<file path="config.mk">
export PLATFORM = sky130hd
export DESIGN_NAME = sram_bus_arbiter
export DESIGN_NICKNAME = d
export VERILOG_FILES = /design/src/rtl/sram_bus_arbiter_pkg.sv /design/src/rtl/sram_arb_tag_fifo.sv /design/src/rtl/sram_bus_arbiter.sv
export SDC_FILE = /design/constraint.sdc
export NUM_CORES = 1
export LEC_CHECK = 0
export BUFFER_PORTS_ARGS = -buffer_cell sky130_fd_sc_hd__buf_4
export CORE_AREA = 2 2 125 127
export CTS_CLUSTER_DIAMETER = 40
export DETAILED_ROUTE_END_ITERATION = 6
export DIE_AREA = 0 0 127 129
export SYNTH_ARGS = -nofsm -noshare
export SYNTH_HDL_FRONTEND = slang
export SYNTH_SLANG_ARGS = --single-unit
</file>
<file path="constraint.sdc">
create_clock -name clk -period 3.1 [get_ports clk]
set_clock_uncertainty 0.05 [all_clocks]
set_input_delay 0.465 -clock clk [delete_from_list [all_inputs] [get_ports clk]]
set_output_delay 0.465 -clock clk [all_outputs]
set_load 0.01 [all_outputs]
</file>
<file path="src/rtl/sram_bus_arbiter_pkg.sv">
// Shared encodings for the SRAM-like bus arbiter: tag values, request bus
// layout and grant FSM states.
package sram_bus_arbiter_pkg;

    localparam logic SRC_INST = 1'b0;
    localparam logic SRC_DATA = 1'b1;

    localparam int SRAM_REQ_BUS_W = 71;

    typedef enum logic [1:0] {
        IDLE   = 2'd0,
        LOCK_I = 2'd1,
        LOCK_D = 2'd2
    } arb_state_t;

    // Field order matches the bus width above: wr, size, wstrb, addr, wdata.
    typedef struct packed {
        logic        wr;
        logic [1:0]  size;
        logic [3:0]  wstrb;
        logic [31:0] addr;
        logic [31:0] wdata;
    } sram_req_t;

endpackage

</file>
<file path="src/rtl/sram_arb_tag_fifo.sv">
// DEPTH x 1-bit in-order tag FIFO. Push while full and pop while empty are
// ignored, so the owner may present raw requests.
module sram_arb_tag_fifo
    import sram_bus_arbiter_pkg::*;
#(
    parameter int DEPTH = 4
) (
    input  logic                     clk,
    input  logic                     rstn,
    input  logic                     i_push,
    input  logic                     i_push_tag,
    input  logic                     i_pop,
    output logic                     o_head_tag,
    output logic                     o_full,
    output logic                     o_empty,
    output logic [$clog2(DEPTH):0]   o_count
);

    localparam int PTR_W = $clog2(DEPTH);
    localparam int CNT_W = PTR_W + 1;
    localparam logic [CNT_W-1:0] FULL_CNT = CNT_W'(DEPTH);

    logic [DEPTH-1:0] r_mem;
    logic [PTR_W-1:0] r_wr_ptr;
    logic [PTR_W-1:0] r_rd_ptr;
    logic [CNT_W-1:0] r_count;
    logic             w_push_ok;
    logic             w_pop_ok;

    assign o_full     = (r_count == FULL_CNT);
    assign o_empty    = (r_count == '0);
    assign o_count    = r_count;
    assign o_head_tag = r_mem[r_rd_ptr];
    assign w_push_ok  = i_push & ~o_full;
    assign w_pop_ok   = i_pop & ~o_empty;

    // NOTE: tag storage is deliberately not reset; entries are only read
    // between the pointers, which are reset, so stale bits are never seen.
    always_ff @(posedge clk) begin
        if (w_push_ok) begin
            r_mem[r_wr_ptr] <= i_push_tag;
        end
    end

    // NOTE: sequential state uses non-blocking assignments only, so every
    // register samples the pre-edge values of its neighbours.
    always_ff @(posedge clk or negedge rstn) begin
        if (!rstn) begin
            r_wr_ptr <= '0;
            r_rd_ptr <= '0;
            r_count  <= '0;
        end else begin
            if (w_push_ok) r_wr_ptr <= r_wr_ptr + 1'b1;
            if (w_pop_ok)  r_rd_ptr <= r_rd_ptr + 1'b1;
            case ({w_push_ok, w_pop_ok})
                2'b10:   r_count <= r_count + 1'b1;
                2'b01:   r_count <= r_count - 1'b1;
                default: r_count <= r_count;
            endcase
        end
    end

endmodule

</file>
<file path="src/rtl/sram_bus_arbiter.sv">
// Shares one SRAM-like port between fetch and load/store, routing responses by
// an in-order source tag. Define SRAM_ARB_RR_EN for round-robin tie-break.
module sram_bus_arbiter
    import sram_bus_arbiter_pkg::*;
#(
    parameter int DEPTH     = 4,
    parameter bit DATA_PRIO = 1'b1
) (
    input  logic        clk,
    input  logic        rstn,

    input  logic        inst_sram_req,
    input  logic        inst_sram_wr,
    input  logic [1:0]  inst_sram_size,
    input  logic [3:0]  inst_sram_wstrb,
    input  logic [31:0] inst_sram_addr,
    input  logic [31:0] inst_sram_wdata,
    output logic        inst_sram_addr_ok,
    output logic        inst_sram_data_ok,
    output logic [31:0] inst_sram_rdata,

    input  logic        data_sram_req,
    input  logic        data_sram_wr,
    input  logic [1:0]  data_sram_size,
    input  logic [3:0]  data_sram_wstrb,
    input  logic [31:0] data_sram_addr,
    input  logic [31:0] data_sram_wdata,
    output logic        data_sram_addr_ok,
    output logic        data_sram_data_ok,
    output logic [31:0] data_sram_rdata,

    output logic        mem_req,
    output logic        mem_wr,
    output logic [1:0]  mem_size,
    output logic [3:0]  mem_wstrb,
    output logic [31:0] mem_addr,
    output logic [31:0] mem_wdata,
    input  logic        mem_addr_ok,
    input  logic        mem_data_ok,
    input  logic [31:0] mem_rdata,

    output logic        arb_busy,
    output logic        arb_err
);

    arb_state_t              r_state;
    arb_state_t              w_state_nxt;
    sram_req_t               w_inst_bus;
    sram_req_t               w_data_bus;
    sram_req_t               w_sel_bus;
    logic                    w_sel_valid;
    logic                    w_sel_src;
    logic                    w_tie_src;
    logic                    w_mem_req;
    logic                    w_accept;
    logic                    w_full;
    logic                    w_empty;
    logic                    w_head_tag;
    logic [$clog2(DEPTH):0]  w_count;
    logic                    r_err;

    assign w_inst_bus = {inst_sram_wr, inst_sram_size, inst_sram_wstrb, inst_sram_addr, inst_sram_wdata};
    assign w_data_bus = {data_sram_wr, data_sram_size, data_sram_wstrb, data_sram_addr, data_sram_wdata};

`ifdef SRAM_ARB_RR_EN
    logic r_last_grant;

    assign w_tie_src = ~r_last_grant;

    always_ff @(posedge clk or negedge rstn) begin
        if (!rstn) begin
            r_last_grant <= SRC_INST;
        end else if (w_accept) begin
            r_last_grant <= w_sel_src;
        end
    end
`else
    assign w_tie_src = DATA_PRIO ? SRC_DATA : SRC_INST;
`endif

    always_ff @(posedge clk or negedge rstn) begin
        if (!rstn) begin
            r_state <= IDLE;
        end else begin
            r_state <= w_state_nxt;
        end
    end

    // NOTE: every output of this block gets a default first, so no path
    // through the case statements can leave a value held (no latch).
    always_comb begin
        w_sel_valid = 1'b0;
        w_sel_src   = SRC_INST;
        w_state_nxt = r_state;

        case (r_state)
            LOCK_I: begin
                w_sel_valid = inst_sram_req;
                w_sel_src   = SRC_INST;
            end
            LOCK_D: begin
                w_sel_valid = data_sram_req;
                w_sel_src   = SRC_DATA;
            end
            default: begin
                w_sel_valid = inst_sram_req | data_sram_req;
                if (inst_sram_req & data_sram_req) begin
                    w_sel_src = w_tie_src;
                end else begin
                    w_sel_src = data_sram_req ? SRC_DATA : SRC_INST;
                end
            end
        endcase

        // Full is judged on the registered count, so a same-cycle pop never frees a slot.
        w_mem_req = w_sel_valid & ~w_full & rstn;
        w_accept  = w_mem_req & mem_addr_ok;

        case (r_state)
            IDLE: begin
                if (w_mem_req & ~mem_addr_ok) begin
                    w_state_nxt = (w_sel_src == SRC_DATA) ? LOCK_D : LOCK_I;
                end
            end
            LOCK_I, LOCK_D: begin
                // A dropped request is a flush: release without sending anything.
                if (~w_sel_valid | w_accept) begin
                    w_state_nxt = IDLE;
                end
            end
            default: w_state_nxt = IDLE;
        endcase
    end

    assign w_sel_bus = (w_sel_src == SRC_DATA) ? w_data_bus : w_inst_bus;

    assign mem_req   = w_mem_req;
    assign mem_wr    = w_sel_bus.wr;
    assign mem_size  = w_sel_bus.size;
    assign mem_wstrb = w_sel_bus.wstrb;
    assign mem_addr  = w_sel_bus.addr;
    assign mem_wdata = w_sel_bus.wdata;

    assign inst_sram_addr_ok = w_accept & (w_sel_src == SRC_INST);
    assign data_sram_addr_ok = w_accept & (w_sel_src == SRC_DATA);

    sram_arb_tag_fifo #(
        .DEPTH (DEPTH)
    ) u_tag_fifo (
        .clk        (clk),
        .rstn       (rstn),
        .i_push     (w_accept),
        .i_push_tag (w_sel_src),
        .i_pop      (mem_data_ok),
        .o_head_tag (w_head_tag),
        .o_full     (w_full),
        .o_empty    (w_empty),
        .o_count    (w_count)
    );

    assign inst_sram_data_ok = mem_data_ok & ~w_empty & (w_head_tag == SRC_INST);
    assign data_sram_data_ok = mem_data_ok & ~w_empty & (w_head_tag == SRC_DATA);
    assign inst_sram_rdata   = mem_rdata;
    assign data_sram_rdata   = mem_rdata;
    assign arb_busy          = (w_count != '0);

    // A response with nothing outstanding means the bridge and arbiter lost sync.
    always_ff @(posedge clk or negedge rstn) begin
        if (!rstn) begin
            r_err <= 1'b0;
        end else if (mem_data_ok & w_empty) begin
            r_err <= 1'b1;
        end
    end

    assign arb_err = r_err;

endmodule

</file>
Word level (Yosys, flattened, before mapping)

Cells that the tools add are included.

Register bits after elaboration: 14
Latch bits: 0
Bits in writable memories: 0
ROM bits: 0
Memories: 0

Add/subtract/negate cells: 4
Multipliers: 0
Divide/modulo/power cells: 0
Order comparisons: 3
Eq/ne operators: 7
Shift-type cells: 0
Mux-type cells: 15
Bitwise gates (word level): 20
Reduce and logical (&&, ||, !) cells: 7

Operators with widths:

| kind                | count |
|---|---|
| $mux 71             | 1 |
| $and 1x1->1         | 12 |
| $lt 2x3->1 const B  | 2 |
| $mux 2              | 3 |
| $not 1->1           | 6 |
| $pmux 3 s2          | 1 |
| $add 2x1->2 const B | 2 |
| $bwmux 4            | 1 |
| $eq 2x1->1 const B  | 2 |
| $eq 2x2->1 const B  | 2 |
| $mux 1              | 4 |
| $ne 2x2->1 const B  | 2 |
| $pmux 1 s2          | 2 |
| $pmux 2 s2          | 1 |
| $add 3x1->3 const B | 1 |
| $eq 3x3->1 const B  | 1 |
| $logic_not 3->1     | 1 |
| $reduce_bool 3->1   | 1 |
| $sub 3x1->3 const B | 1 |
| $bmux 1 s2          | 1 |
| $demux 1 s2         | 1 |
| $ge 2x1->1 const B  | 1 |
| $logic_not 2->1     | 1 |
| $or 1x1->1          | 2 |
| other kinds (4)     | 4 |

Longest topological paths before layout

Gate-level depths: netlist of the first run.

Word-level depth: 8
Depth in mapped cells: 13
Depth with buffers taken out: 12

By module

From an unflattened synthesis of the first run, not the netlist that was laid out.

Cell total of the unflattened synthesis: 217
Area, all modules: 2441.1 µm²

Modules (own cells, without submodules):

| module            | times used | cells each | area each (µm²) | sequential area each (µm²) |
|---|---|---|---|---|
| sram_bus_arbiter  | 1          | 175        | 1858.0          | 75.1 |
| sram_arb_tag_fifo | 1          | 42         | 583.1           | 295.3 |

Least setup slack after synthesis of the first run

No wires, ideal clock.

Path kind: flip-flop to flip-flop
Start point: register r_state[0]
End point: register u_tag_fifo.r_count[2], in the netlist u_tag_fifo.o_count[2]
Arrival time: 2.423 ns
Slack: 0.548 ns
Cell stages (with the launch flop): 13
Clock period less this slack: 2.552 ns
Cell sequence: dfrtp_1 -> inv_1 -> ha_1 -> o311a_1 -> and3_1 -> buf_6 -> inv_1 -> ha_1 -> inv_1 -> fa_1 -> xor2_1 -> nor2_1 -> xor2_1

Word-level cells in the longest chain between the ends: 8
Elaborated cells on any way between the ends: 11
Those cells by class: 4 x eq/ne; 2 x mux; 4 x bitwise; 1 x reduce/logical

Ends and longest elaborated chain:

| element                                                | RTL line                | source |
|---|---|---|
| start, declared                                        | sram_bus_arbiter.sv:46  | `arb_state_t r_state;` |
| start signal, assigned                                 | sram_bus_arbiter.sv:85  | `r_state <= w_state_nxt;` |
| $eq 2x2->1 / $eq 2x1->1 (equally long branches)        | sram_bus_arbiter.sv:96  | `case (r_state)` |
| $pmux 1 s2 *                                           | sram_bus_arbiter.sv:96  |  |
| $and 1x1->1 * (2 in series)                            | sram_bus_arbiter.sv:116 | `w_mem_req = w_sel_valid & ~w_full & rstn;` |
| $and 1x1->1 *                                          | sram_bus_arbiter.sv:117 | `w_accept = w_mem_req & mem_addr_ok;` |
| $and 1x1->1 *                                          | sram_arb_tag_fifo.sv:34 | `assign w_push_ok = i_push & ~o_full;` |
| $eq 2x1->1 / $eq 2x2->1 (equally long branches)        | sram_arb_tag_fifo.sv:55 | `case ({w_push_ok, w_pop_ok})` |
| $pmux 3 s2 / $reduce_bool 2->1 (equally long branches) | n/a                     |  |
| end signal, assigned                                   | sram_arb_tag_fifo.sv:56 | `2'b10: r_count <= r_count + 1'b1;` |
| end signal, assigned                                   | sram_arb_tag_fifo.sv:57 | `2'b01: r_count <= r_count - 1'b1;` |
| end signal, assigned                                   | sram_arb_tag_fifo.sv:58 | `default: r_count <= r_count;` |
| end, declared                                          | sram_arb_tag_fifo.sv:26 | `logic [CNT_W-1:0] r_count;` |

Every way passes the cells marked *; elsewhere a longest branch is shown, timed or not.
A chain may end at the register's enable or synchronous reset.

Worst setup path after layout of the first run

Start point: register r_state[0]
End point: output port mem_wdata[19]

Word-level cells in the longest chain between the ends: 3
Elaborated cells on any way between the ends: 4
Those cells by class: 2 x eq/ne; 2 x mux

Ends and longest elaborated chain:

| element                                         | RTL line                | source |
|---|---|---|
| $eq 2x2->1 / $eq 2x1->1 (equally long branches) | sram_bus_arbiter.sv:96  |  |
| $pmux 1 s2 *                                    | sram_bus_arbiter.sv:96  |  |
| $mux 71 *                                       | sram_bus_arbiter.sv:135 | `assign w_sel_bus = (w_sel_src == SRC_DATA) ? w_data_bus : w_inst_bus;` |
| end, declared                                   | sram_bus_arbiter.sv:37  | `output logic [31:0] mem_wdata,` |

Marks and branches as above.

==> flow_results.xml, run 1 <==
<?xml version="1.0" encoding="UTF-8"?>
<metrics>
  <group name="sta">
    <metric name="slew_violations" unit="">0</metric>
    <metric name="rsz_0062_raised_after_global_routing" unit="">no</metric>
    <metric name="max_slew_margin" unit="%">64.0</metric>
    <metric name="final.setup.tns" unit="ps">0</metric>
    <metric name="timing.final.setup_violations" unit="">0</metric>
    <metric name="timing_worst_slew_pin_value" unit="ps">534</metric>
    <metric name="period_share" unit="%">92.5</metric>
    <metric name="max_clock_freq" unit="MHz">349</metric>
    <metric name="fin_crit" unit="ps">2870</metric>
    <metric name="finalHoldViolCount" unit="">0</metric>
    <metric name="final.setup.worst_slack" unit="ps">233</metric>
  </group>
  <group name="run_status">
    <metric name="outcome" unit="">complete, no violations</metric>
  </group>
  <group name="die">
    <metric name="fp-row-count" unit="">45</metric>
    <metric name="die_area" unit="µm²">16400</metric>
    <metric name="core_region_area" unit="µm²">15000</metric>
    <metric name="initial_utilization" unit="%">14.6</metric>
    <metric name="die-width" unit="µm">127</metric>
    <metric name="floorplan.die.height" unit="µm">129</metric>
    <metric name="ios" unit="">322</metric>
  </group>
  <group name="worst_setup_path">
    <metric name="worst_setup_path_class" unit="">reg2out</metric>
    <metric name="crit_required" unit="ps">2580</metric>
    <metric name="critPathMaxFanout" unit="">53</metric>
    <metric name="worst-endpoint-arrival" unit="ps">2350</metric>
    <metric name="critical_path.startpoint_type" unit="">register</metric>
    <metric name="worstSetupEndpointType" unit="">output pin</metric>
  </group>
  <group name="place">
    <metric name="place_congestion" unit="">0.763</metric>
    <metric name="placed_cells_incl_taps" unit="">703</metric>
    <metric name="placement.setup.worst_slack" unit="ps">410</metric>
    <metric name="io_buffers" unit="">225</metric>
    <metric name="detailed_place_hpwl" unit="µm">6690</metric>
  </group>
  <group name="yosys">
    <metric name="syn_std_cell_area" unit="µm²">2180</metric>
    <metric name="syn-instance-count" unit="">369</metric>
    <metric name="yosys.area.top_type" unit="">nand2_1</metric>
    <metric name="synth_xor_xnor_area_share" unit="%">2.41</metric>
    <metric name="synth.area.top_cells" unit="">nand2_1 38%, buf_4 22%, dfrtp_1 11%</metric>
    <metric name="yosys_warnings" unit="">0</metric>
    <metric name="syn_nets" unit="">558</metric>
    <metric name="synth.lib_cells_used.distinct" unit="">32</metric>
    <metric name="postSynthAreaPerCell" unit="µm²">5.91</metric>
    <metric name="synth_top_family_by_area" unit="">simple AND/OR/NAND/NOR gates</metric>
    <metric name="synth.mux.area_fraction" unit="%">2.18</metric>
    <metric name="yosys.area_share.simple" unit="%">41.7</metric>
    <metric name="synth-compound-area-share" unit="%">3.67</metric>
    <metric name="synth_largest_type_area_fraction" unit="%">37.5</metric>
    <metric name="synth_seq_area_share" unit="%">17.0</metric>
    <metric name="synth_seq_cells" unit="">14</metric>
    <metric name="synth-adder-area-share" unit="%">5.51</metric>
  </group>
  <group name="clocking">
    <metric name="cts.reportedPaths.clkPinSlew" unit="ps">50</metric>
    <metric name="post-cts-setup-buffers" unit="">0</metric>
    <metric name="number_of_buffers_between_clock_root_and_the_deepest_sink" unit="">2</metric>
    <metric name="clock_tree_from_tritoncts" unit="">yes</metric>
    <metric name="numClockSinks" unit="">14</metric>
    <metric name="clk_latency" unit="ps">240</metric>
    <metric name="post_cts_hold_buffer_count" unit="">0</metric>
    <metric name="cts_h_tree_depth" unit="">1</metric>
    <metric name="clockRootBuffer" unit="">clkbuf_16</metric>
    <metric name="cts_buffers" unit="">3</metric>
    <metric name="cts_resized" unit="">0</metric>
  </group>
  <group name="finish">
    <metric name="syn2layout_area_growth" unit="%">68.8</metric>
    <metric name="antenna_cells_inserted" unit="">0</metric>
    <metric name="layoutNonFillerInstCount" unit="">707</metric>
    <metric name="num-nets-final" unit="">709</metric>
    <metric name="drive_above_1_share" unit="%">46.1</metric>
  </group>
  <group name="job">
    <metric name="maxCapViolCount" unit="">0</metric>
  </group>
  <group name="route">
    <metric name="routed_length_per_instance" unit="µm">11.6</metric>
    <metric name="routed_wirelength" unit="µm">8230</metric>
    <metric name="detailroute.via_count" unit="">2640</metric>
    <metric name="first_iter_violations" unit="">97</metric>
    <metric name="ant_nets" unit="">0</metric>
    <metric name="drt-vias-per-instance" unit="">3.73</metric>
    <metric name="drcViolationCount" unit="">0</metric>
    <metric name="drtPass1Iterations" unit="">4</metric>
  </group>
  <group name="global_routing">
    <metric name="track_usage" unit="%">9.05</metric>
    <metric name="grt_max_degree" unit="">74</metric>
    <metric name="grt_antenna_before_repair" unit="">0</metric>
    <metric name="grt_pass1_vias" unit="">2451</metric>
    <metric name="grt_first_pass_wirelength" unit="µm">11900</metric>
    <metric name="grt_overflow" unit="">0</metric>
  </group>
  <group name="pwr">
    <metric name="power_per_cell_area" unit="nW/µm²">580</metric>
    <metric name="vdd_ir_drop_max" unit="V">0.000226</metric>
    <metric name="p_leak" unit="nW">2.15</metric>
    <metric name="total_power_of_the_final_layout" unit="mW">2.14</metric>
  </group>
  <group name="worst_hold_path">
    <metric name="min-delay-path-class" unit="">in2async</metric>
  </group>
</metrics>
[cell usage in the layout, fill, tap and decap left out, types with 3 or more instances in the layout]
cell       synthesis  final
and2_2             4      4
buf_4             64    225
clkbuf_16          0      3
dfrtp_1           10     10
edfxtp_1           4      4
ha_1               8      8
inv_1             12     11
nand2_1          218    218
nor2_1             5      5
xnor2_1            4      4
[power by group]
part | total (mW) | internal (mW) | switching [mW]
Sequential | 0.311 | 0.261 | 0.0498
Clock | 0.244 | 0.170 | 0.0731
Combinational | 1.58 | 0.770 | 0.811
[cells in the mapped netlist]
| master | n |
|---|---|
| a211oi_1 | 1 |
| a21oi_1 | 1 |
| a22oi_1 | 1 |
| and2_2 | 4 |
| and3_1 | 2 |
| buf_1 | 6 |
| buf_2 | 3 |
| buf_4 | 64 |
| buf_6 | 1 |
| clkbuf_1 | 7 |
| dfrtp_1 | 10 |
| edfxtp_1 | 4 |
| fa_1 | 1 |
| ha_1 | 8 |
| inv_1 | 12 |
| mux2_4 | 1 |
| mux2i_1 | 1 |
| mux4_2 | 1 |
| nand2_1 | 218 |
| nor2_1 | 5 |
| nor2b_1 | 1 |
| o21ai_0 | 2 |
| o21bai_1 | 1 |
| o22ai_1 | 1 |
| o311a_1 | 1 |
| o311ai_0 | 1 |
| o32ai_1 | 2 |
| or3_2 | 1 |
| or3b_1 | 1 |
| or4_1 | 1 |
| xnor2_1 | 4 |
| xor2_1 | 2 |
[layer usage]
layer  up-vias  share of wire [%]  global-route usage (%)  wire (µm)
li1       1359                  -                       -          -
met1      1099                 38                    10.6       3100
met2       164                 49                    15.5       4030
met3        18                 11                    3.20        942
met4         0                1.9                    3.17        159
met5         -                  0                       0          0
[worst max-delay path, stage by stage (launching register included)]
cell	delay, ps
dfrtp_1	350
inv_1	70
ha_1	410
mux2i_4	250
inv_2	380
buf_12	290
nand2_1	90
nand2_1	90
buf_4	130
[cells by family (layout without fill, tap and decap cells)]
logic type	Yosys count	in the layout
flip-flops	14	14
buffers and inverters	93	243
AND/OR/NAND/NOR	233	233
AO/OA/AOI/OAI	11	11
multiplexers	3	3
adder cells (fa/ha/maj)	9	9
XOR/XNOR	6	6
[stage by stage]
| step | util (%) | hold WS, ps | area, µm² |
|---|---|---|---|
| floorplan | - | 119 | 2180 |
| global route | 24.6 | 17.6 | 3680 |
| detailed placement | 24.1 | 269 | 3600 |
| finish | 24.6 | 6.46 | 3680 |
| CTS | 24.6 | 7.72 | 3680 |
| global placement | 24.1 | 268 | 3600 |
[area by class of cell]
type,instances,area (µm²)
clock inverter,1,3.75
clock buffer,3,75.1
timing repair buffer,227,1730
tap,188,235
inverter,12,45.0
sequential,14,370
multi-input combinational,262,1220
fill,1685,11300
[worst paths after layout]
kind / start / endpoint / slack [ps] / cells after the start
worst min-delay path: rstn / u_tag_fifo.o_count[1]$_DFFE_PN0P_ / 6 / 1
min in group clk: u_tag_fifo.r_rd_ptr[1]$_DFFE_PN0P_ / u_tag_fifo.r_rd_ptr[1]$_DFFE_PN0P_ / 430 / 1
worst max-delay path: r_state[0]$_DFFE_PN0P_ / mem_wdata[19] / 230 / 8
worst max register to register: r_state[0]$_DFFE_PN0P_ / u_tag_fifo.o_count[2]$_DFFE_PN0P_ / 390 / 11
max in group asynchronous: rstn / arb_err$_DFFE_PN0P_ / 2830 / 1
worst min register to register: u_tag_fifo.r_rd_ptr[1]$_DFFE_PN0P_ / u_tag_fifo.r_rd_ptr[1]$_DFFE_PN0P_ / 430 / 1
[sequential cells by signal (all words and copies together), names as in the netlist]
| name | count |
|---|---|
| u_tag_fifo.r_mem | 4 |
| u_tag_fifo.r_wr_ptr | 2 |
| r_state | 2 |
| arb_err | 1 |
| u_tag_fifo.r_rd_ptr | 2 |
| u_tag_fifo.o_count | 3 |
No activity file was read; power rests on OpenSTA's default activity.
==> run 2, diff against run 1 <==
- GPL_TIMING_DRIVEN: unset -> 0
- HOLD_SLACK_MARGIN: unset -> 0.03
==> flow_results.xml, run 2 (same netlist as run 1, synthesis figures left out) <==
<?xml version="1.0" encoding="UTF-8"?>
<metrics>
  <group name="finish">
    <metric name="drive_above_1_share" unit="%">56.4</metric>
    <metric name="antenna_cells_inserted" unit="">0</metric>
    <metric name="syn2layout_area_growth" unit="%">115</metric>
    <metric name="num-nets-final" unit="">853</metric>
    <metric name="largest_register_ff_count" unit="">4</metric>
    <metric name="mostFrequentLayoutCells" unit="">353 x buf_4, 218 x nand2_1, 12 x inv_1</metric>
    <metric name="top_register" unit="">u_tag_fifo.r_mem</metric>
    <metric name="fin_area" unit="µm²">4690</metric>
    <metric name="layoutNonFillerInstCount" unit="">851</metric>
    <metric name="layout.cells.most_common" unit="">buf_4</metric>
    <metric name="final_core_utilization" unit="%">31.3</metric>
    <metric name="fill_cells" unit="">1648</metric>
  </group>
  <group name="pwr">
    <metric name="total_power_of_the_final_layout" unit="mW">2.34</metric>
    <metric name="power_per_cell_area" unit="nW/µm²">499</metric>
    <metric name="vdd_ir_drop_max" unit="V">0.000171</metric>
    <metric name="p_leak" unit="nW">2.81</metric>
  </group>
  <group name="clocking">
    <metric name="number_of_buffers_between_clock_root_and_the_deepest_sink" unit="">2</metric>
    <metric name="clock_tree_from_tritoncts" unit="">yes</metric>
    <metric name="clockRootBuffer" unit="">clkbuf_16</metric>
    <metric name="cts.reportedPaths.clkPinSlew" unit="ps">50</metric>
    <metric name="cts_buffers" unit="">3</metric>
    <metric name="numClockSinks" unit="">14</metric>
    <metric name="clk_latency" unit="ps">240</metric>
    <metric name="post-cts-setup-buffers" unit="">0</metric>
    <metric name="cts_h_tree_depth" unit="">1</metric>
  </group>
  <group name="place">
    <metric name="io_buffers" unit="">289</metric>
    <metric name="placement.setup.worst_slack" unit="ps">5.90</metric>
    <metric name="place_congestion" unit="">0.789</metric>
    <metric name="detailed_place_hpwl" unit="µm">8740</metric>
    <metric name="placed_cells_incl_taps" unit="">846</metric>
    <metric name="post_dp_cell_area" unit="µm²">4590</metric>
  </group>
  <group name="sta">
    <metric name="max_clock_freq" unit="MHz">351</metric>
    <metric name="final.setup.worst_slack" unit="ps">253</metric>
    <metric name="final.setup.tns" unit="ps">0</metric>
    <metric name="max_slew_margin" unit="%">58.1</metric>
    <metric name="whs" unit="ps">428</metric>
    <metric name="fin_crit" unit="ps">2850</metric>
    <metric name="timing_worst_slew_pin_value" unit="ps">628</metric>
    <metric name="period_share" unit="%">91.8</metric>
    <metric name="rsz_0062_raised_after_global_routing" unit="">no</metric>
    <metric name="finalHoldViolCount" unit="">0</metric>
    <metric name="slew_violations" unit="">0</metric>
    <metric name="timing.final.setup_violations" unit="">0</metric>
  </group>
  <group name="global_routing">
    <metric name="grt_first_pass_wirelength" unit="µm">13800</metric>
    <metric name="track_usage" unit="%">10.5</metric>
    <metric name="grt_pass1_vias" unit="">2832</metric>
    <metric name="grt_antenna_before_repair" unit="">0</metric>
    <metric name="grt_max_degree" unit="">14</metric>
    <metric name="grt_overflow" unit="">0</metric>
  </group>
  <group name="worst_setup_path">
    <metric name="worst-endpoint-arrival" unit="ps">2330</metric>
    <metric name="critical_path.startpoint_type" unit="">register</metric>
    <metric name="worstSetupEndpointType" unit="">output pin</metric>
    <metric name="crit_required" unit="ps">2580</metric>
    <metric name="worst_setup_path_class" unit="">reg2out</metric>
    <metric name="critPathMaxFanout" unit="">10</metric>
  </group>
  <group name="die">
    <metric name="floorplan.die.height" unit="µm">129</metric>
    <metric name="fp-row-count" unit="">45</metric>
    <metric name="ios" unit="">322</metric>
    <metric name="die-width" unit="µm">127</metric>
    <metric name="die_area" unit="µm²">16400</metric>
    <metric name="core_region_area" unit="µm²">15000</metric>
    <metric name="initial_utilization" unit="%">14.6</metric>
  </group>
  <group name="route">
    <metric name="first_iter_violations" unit="">64</metric>
    <metric name="routed_wirelength" unit="µm">9950</metric>
    <metric name="routed_length_per_instance" unit="µm">11.7</metric>
    <metric name="drtPass1Iterations" unit="">4</metric>
    <metric name="drcViolationCount" unit="">0</metric>
    <metric name="drt-vias-per-instance" unit="">3.69</metric>
    <metric name="detailroute.via_count" unit="">3142</metric>
    <metric name="ant_nets" unit="">0</metric>
  </group>
  <group name="job">
    <metric name="maxCapViolCount" unit="">0</metric>
  </group>
  <group name="run_status">
    <metric name="outcome" unit="">complete, no violations</metric>
  </group>
  <group name="worst_hold_path">
    <metric name="min-delay-path-class" unit="">reg2reg</metric>
  </group>
</metrics>
## run 2: changes by cell type in the layout (fill, tap and decap cells not counted), sizes merged
cell | previous run | this run
clkbuf | 3 | 16
clkinv | 1 | 0
dlygate4sd3 | 0 | 1
buf | 227 | 358
## run 2: what timing repair did
item / 4_1_cts / 5_1_grt
endpoints found under the setup margin: 55 / 26
gates resized for setup: 1 / 5
endpoints found under the hold margin: 10 / 0
hold buffers: 1 / 0
## run 2: routing by layer
metal / share of wire, % / GRT usage (%)
met1: 39 / 12.8
met4: 0.57 / 1.55
met2: 53 / 19.6
met3: 7.9 / 1.91
met5: 0 / 0
## run 2: worst paths after layout
kind | from | endpoint | slack [ps] | cells past startpoint
worst max-delay path | r_state[0]$_DFFE_PN0P_ | mem_wdata[22] | 250 | 8
worst min-delay path | u_tag_fifo.r_rd_ptr[1]$_DFFE_PN0P_ | u_tag_fifo.r_rd_ptr[1]$_DFFE_PN0P_ | 430 | 1
worst max register to register | r_state[0]$_DFFE_PN0P_ | u_tag_fifo.o_count[2]$_DFFE_PN0P_ | 330 | 12
worst min register to register | u_tag_fifo.r_rd_ptr[1]$_DFFE_PN0P_ | u_tag_fifo.r_rd_ptr[1]$_DFFE_PN0P_ | 430 | 1
max in group asynchronous | rstn | u_tag_fifo.r_rd_ptr[1]$_DFFE_PN0P_ | 2300 | 2
min in group asynchronous | rstn | u_tag_fifo.o_count[2]$_DFFE_PN0P_ | 550 | 2
## run 2: power breakdown
group	internal [mW]	switching [mW]
registers	0.261	0.0494
logic	0.871	0.892
clock network	0.195	0.0730
total	1.33	1.01
## run 2: area by class of cell
type / instances / area (µm²) / area share, %
clock buffer: 4 / 88.8 / 1.89
tap: 188 / 235 / 5.01
sequential: 14 / 370 / 7.89
multi-input combinational: 262 / 1210 / 25.8
inverter: 12 / 45.0 / 0.960
buffer: 81 / 563 / 12.0
timing repair buffer: 290 / 2180 / 46.5
## run 2: critical path, cell delays in order (launching register included)
cell,delay (ps)
dfrtp_1,350
inv_1,80
ha_1,400
mux2i_1,250
clkbuf_2,330
clkbuf_2,310
nand2_1,80
nand2_1,130
buf_4,140
==> run 3, diff against run 2 <==
- CELL_PAD_IN_SITES_DETAIL_PLACEMENT: unset -> 1
- CELL_PAD_IN_SITES_GLOBAL_PLACEMENT: unset -> 2
- CORE_AREA: 2 2 125 127 -> unset
- CORE_MARGIN: unset -> 2
- CORE_UTILIZATION: unset -> 11
- DIE_AREA: 0 0 127 129 -> unset
- PLACE_DENSITY_LB_ADDON: unset -> 0.1
==> flow_results.xml, run 3 (same netlist as run 1, synthesis figures left out) <==
<?xml version="1.0" encoding="UTF-8"?>
<metrics>
  <group name="route">
    <metric name="drtPass1Iterations" unit="">4</metric>
    <metric name="routed_wirelength" unit="µm">12800</metric>
    <metric name="detailroute.via_count" unit="">3324</metric>
    <metric name="drcViolationCount" unit="">0</metric>
    <metric name="routed_length_per_instance" unit="µm">13.8</metric>
    <metric name="ant_nets" unit="">0</metric>
    <metric name="first_iter_violations" unit="">75</metric>
    <metric name="drt-vias-per-instance" unit="">3.57</metric>
  </group>
  <group name="global_routing">
    <metric name="grt_pass1_vias" unit="">3437</metric>
    <metric name="grt_antenna_before_repair" unit="">1</metric>
    <metric name="track_usage" unit="%">10.7</metric>
    <metric name="grt_overflow" unit="">0</metric>
    <metric name="grt_first_pass_wirelength" unit="µm">17400</metric>
    <metric name="grt_max_degree" unit="">14</metric>
  </group>
  <group name="clocking">
    <metric name="clock_tree_from_tritoncts" unit="">yes</metric>
    <metric name="cts.reportedPaths.clkPinSlew" unit="ps">50</metric>
    <metric name="clockRootBuffer" unit="">clkbuf_16</metric>
    <metric name="cts_h_tree_depth" unit="">1</metric>
    <metric name="post-cts-setup-buffers" unit="">0</metric>
    <metric name="clk_latency" unit="ps">240</metric>
    <metric name="number_of_buffers_between_clock_root_and_the_deepest_sink" unit="">2</metric>
    <metric name="numClockSinks" unit="">14</metric>
    <metric name="cts_buffers" unit="">3</metric>
  </group>
  <group name="sta">
    <metric name="slew_violations" unit="">0</metric>
    <metric name="max_clock_freq" unit="MHz">358</metric>
    <metric name="period_share" unit="%">90.0</metric>
    <metric name="timing_worst_slew_pin_value" unit="ps">657</metric>
    <metric name="timing.final.setup_violations" unit="">0</metric>
    <metric name="final.setup.tns" unit="ps">0</metric>
    <metric name="rsz_0062_raised_after_global_routing" unit="">no</metric>
    <metric name="finalHoldViolCount" unit="">0</metric>
    <metric name="fin_crit" unit="ps">2790</metric>
    <metric name="final.setup.worst_slack" unit="ps">310</metric>
    <metric name="max_slew_margin" unit="%">56.2</metric>
    <metric name="whs" unit="ps">424</metric>
  </group>
  <group name="place">
    <metric name="io_buffers" unit="">289</metric>
    <metric name="placement.setup.worst_slack" unit="ps">193</metric>
    <metric name="place_congestion" unit="">0.730</metric>
    <metric name="detailed_place_hpwl" unit="µm">11500</metric>
  </group>
  <group name="pwr">
    <metric name="p_leak" unit="nW">2.81</metric>
    <metric name="power.sequential.fraction" unit="%">13.4</metric>
    <metric name="comb_power_share" unit="%">76.4</metric>
    <metric name="internal_power" unit="mW">1.31</metric>
    <metric name="power.share.switching" unit="%">44.3</metric>
    <metric name="power_frac_clock" unit="%">10.2</metric>
    <metric name="power_per_cell_area" unit="nW/µm²">491</metric>
    <metric name="vdd_ir_drop_max" unit="V">0.000134</metric>
    <metric name="netSwitchingPower" unit="mW">1.04</metric>
  </group>
  <group name="worst_setup_path">
    <metric name="worstSetupEndpointType" unit="">output pin</metric>
    <metric name="worst_setup_path_class" unit="">reg2out</metric>
    <metric name="reg2reg_slack" unit="ps">320</metric>
    <metric name="critPathMaxFanout" unit="">10</metric>
    <metric name="worst-endpoint-arrival" unit="ps">2280</metric>
    <metric name="critical_path.startpoint_type" unit="">register</metric>
    <metric name="crit_required" unit="ps">2580</metric>
  </group>
  <group name="die">
    <metric name="fp-row-count" unit="">51</metric>
    <metric name="ios" unit="">322</metric>
    <metric name="core_region_area" unit="µm²">19500</metric>
    <metric name="floorplan.die.height" unit="µm">145</metric>
    <metric name="initial_utilization" unit="%">11.2</metric>
    <metric name="die_area" unit="µm²">21000</metric>
    <metric name="die-width" unit="µm">145</metric>
  </group>
  <group name="worst_hold_path">
    <metric name="min-delay-path-class" unit="">reg2reg</metric>
  </group>
  <group name="job">
    <metric name="maxCapViolCount" unit="">0</metric>
  </group>
  <group name="finish">
    <metric name="mostFrequentLayoutCells" unit="">353 x buf_4, 218 x nand2_1, 12 x inv_1</metric>
    <metric name="layout.cells.most_common" unit="">buf_4</metric>
    <metric name="largest_register_ff_count" unit="">4</metric>
    <metric name="syn2layout_area_growth" unit="%">119</metric>
    <metric name="top_register" unit="">u_tag_fifo.r_mem</metric>
    <metric name="num-nets-final" unit="">853</metric>
    <metric name="fill_cells" unit="">2446</metric>
    <metric name="drive_above_1_share" unit="%">56.6</metric>
  </group>
  <group name="run_status">
    <metric name="outcome" unit="">complete, no violations</metric>
  </group>
</metrics>
## run 3: final cells by class
| cell class | count | area (µm²) | share of cell area, % |
|---|---|---|---|
| timing repair buffer | 290 | 2180 | 45.5 |
| antenna | 2 | 5.00 | 0.105 |
| sequential | 14 | 370 | 7.74 |
| tap | 265 | 332 | 6.93 |
| inverter | 12 | 45.0 | 0.941 |
| clock buffer | 3 | 75.1 | 1.57 |
| multi-input combinational | 262 | 1210 | 25.3 |
| buffer | 81 | 566 | 11.8 |
| clock inverter | 1 | 3.75 | 0.0784 |
## run 3: path summary, 6_finish.rpt
check                                                   from                            endpoint  depth (start not counted)
min reg2reg                u_tag_fifo.o_count[2]$_DFFE_PN0P_   u_tag_fifo.o_count[2]$_DFFE_PN0P_                          1
max reg2reg                           r_state[0]$_DFFE_PN0P_   u_tag_fifo.o_count[2]$_DFFE_PN0P_                         12
max                                   r_state[0]$_DFFE_PN0P_                         mem_addr[8]                          9
min in group asynchronous                               rstn  u_tag_fifo.r_wr_ptr[0]$_DFFE_PN0P_                          2
min                        u_tag_fifo.o_count[2]$_DFFE_PN0P_   u_tag_fifo.o_count[2]$_DFFE_PN0P_                          1
max in group asynchronous                               rstn  u_tag_fifo.r_rd_ptr[1]$_DFFE_PN0P_                          2
## run 3: per-layer routing
| layer | global-route usage (%) | part of all wire, % |
|---|---|---|
| met1 | 10.6 | 33 |
| met2 | 21.2 | 54 |
| met3 | 3.52 | 11 |
| met4 | 3.01 | 2.0 |
| met5 | 0 | 0 |
## run 3: worst max-delay path, cell delays in order, from the launching register on
cell	delay (ps)
dfrtp_1	360
inv_1	80
ha_1	390
mux2i_1	170
inv_1	80
buf_2	240
clkbuf_1	390
nand2_1	110
nand2_1	90
buf_4	120
## run 3: power groups by stage
stage | combinational [mW] | clock (mW) | sequential, mW
floorplan | 0.920 | 0 | 0.303
global placement | 1.82 | 0 | 0.312
detailed placement | 1.84 | 0 | 0.318
CTS | 1.85 | 0.251 | 0.317
global route | 2.01 | 0.260 | 0.327
finish | 1.80 | 0.240 | 0.315
## run 3: what timing repair did
action | 4_1_cts | 5_1_grt
hold buffers | 1 | 0
hold endpoints to repair | 10 | 0
endpoints found under the setup margin | 50 | 51
gates resized for setup | 1 | 8
## run 3: metrics by stage
step / cell area, µm² / std cells / power, mW / utilization (%)
floorplan: 2180 / 369 / 1.22 / -
global placement: 4680 / 923 / 2.13 / 24.1
detailed placement: 4680 / 923 / 2.16 / 24.1
CTS: 4770 / 928 / 2.42 / 24.5
global route: 4780 / 929 / 2.59 / 24.6
finish: 4790 / 930 / 2.35 / 24.6
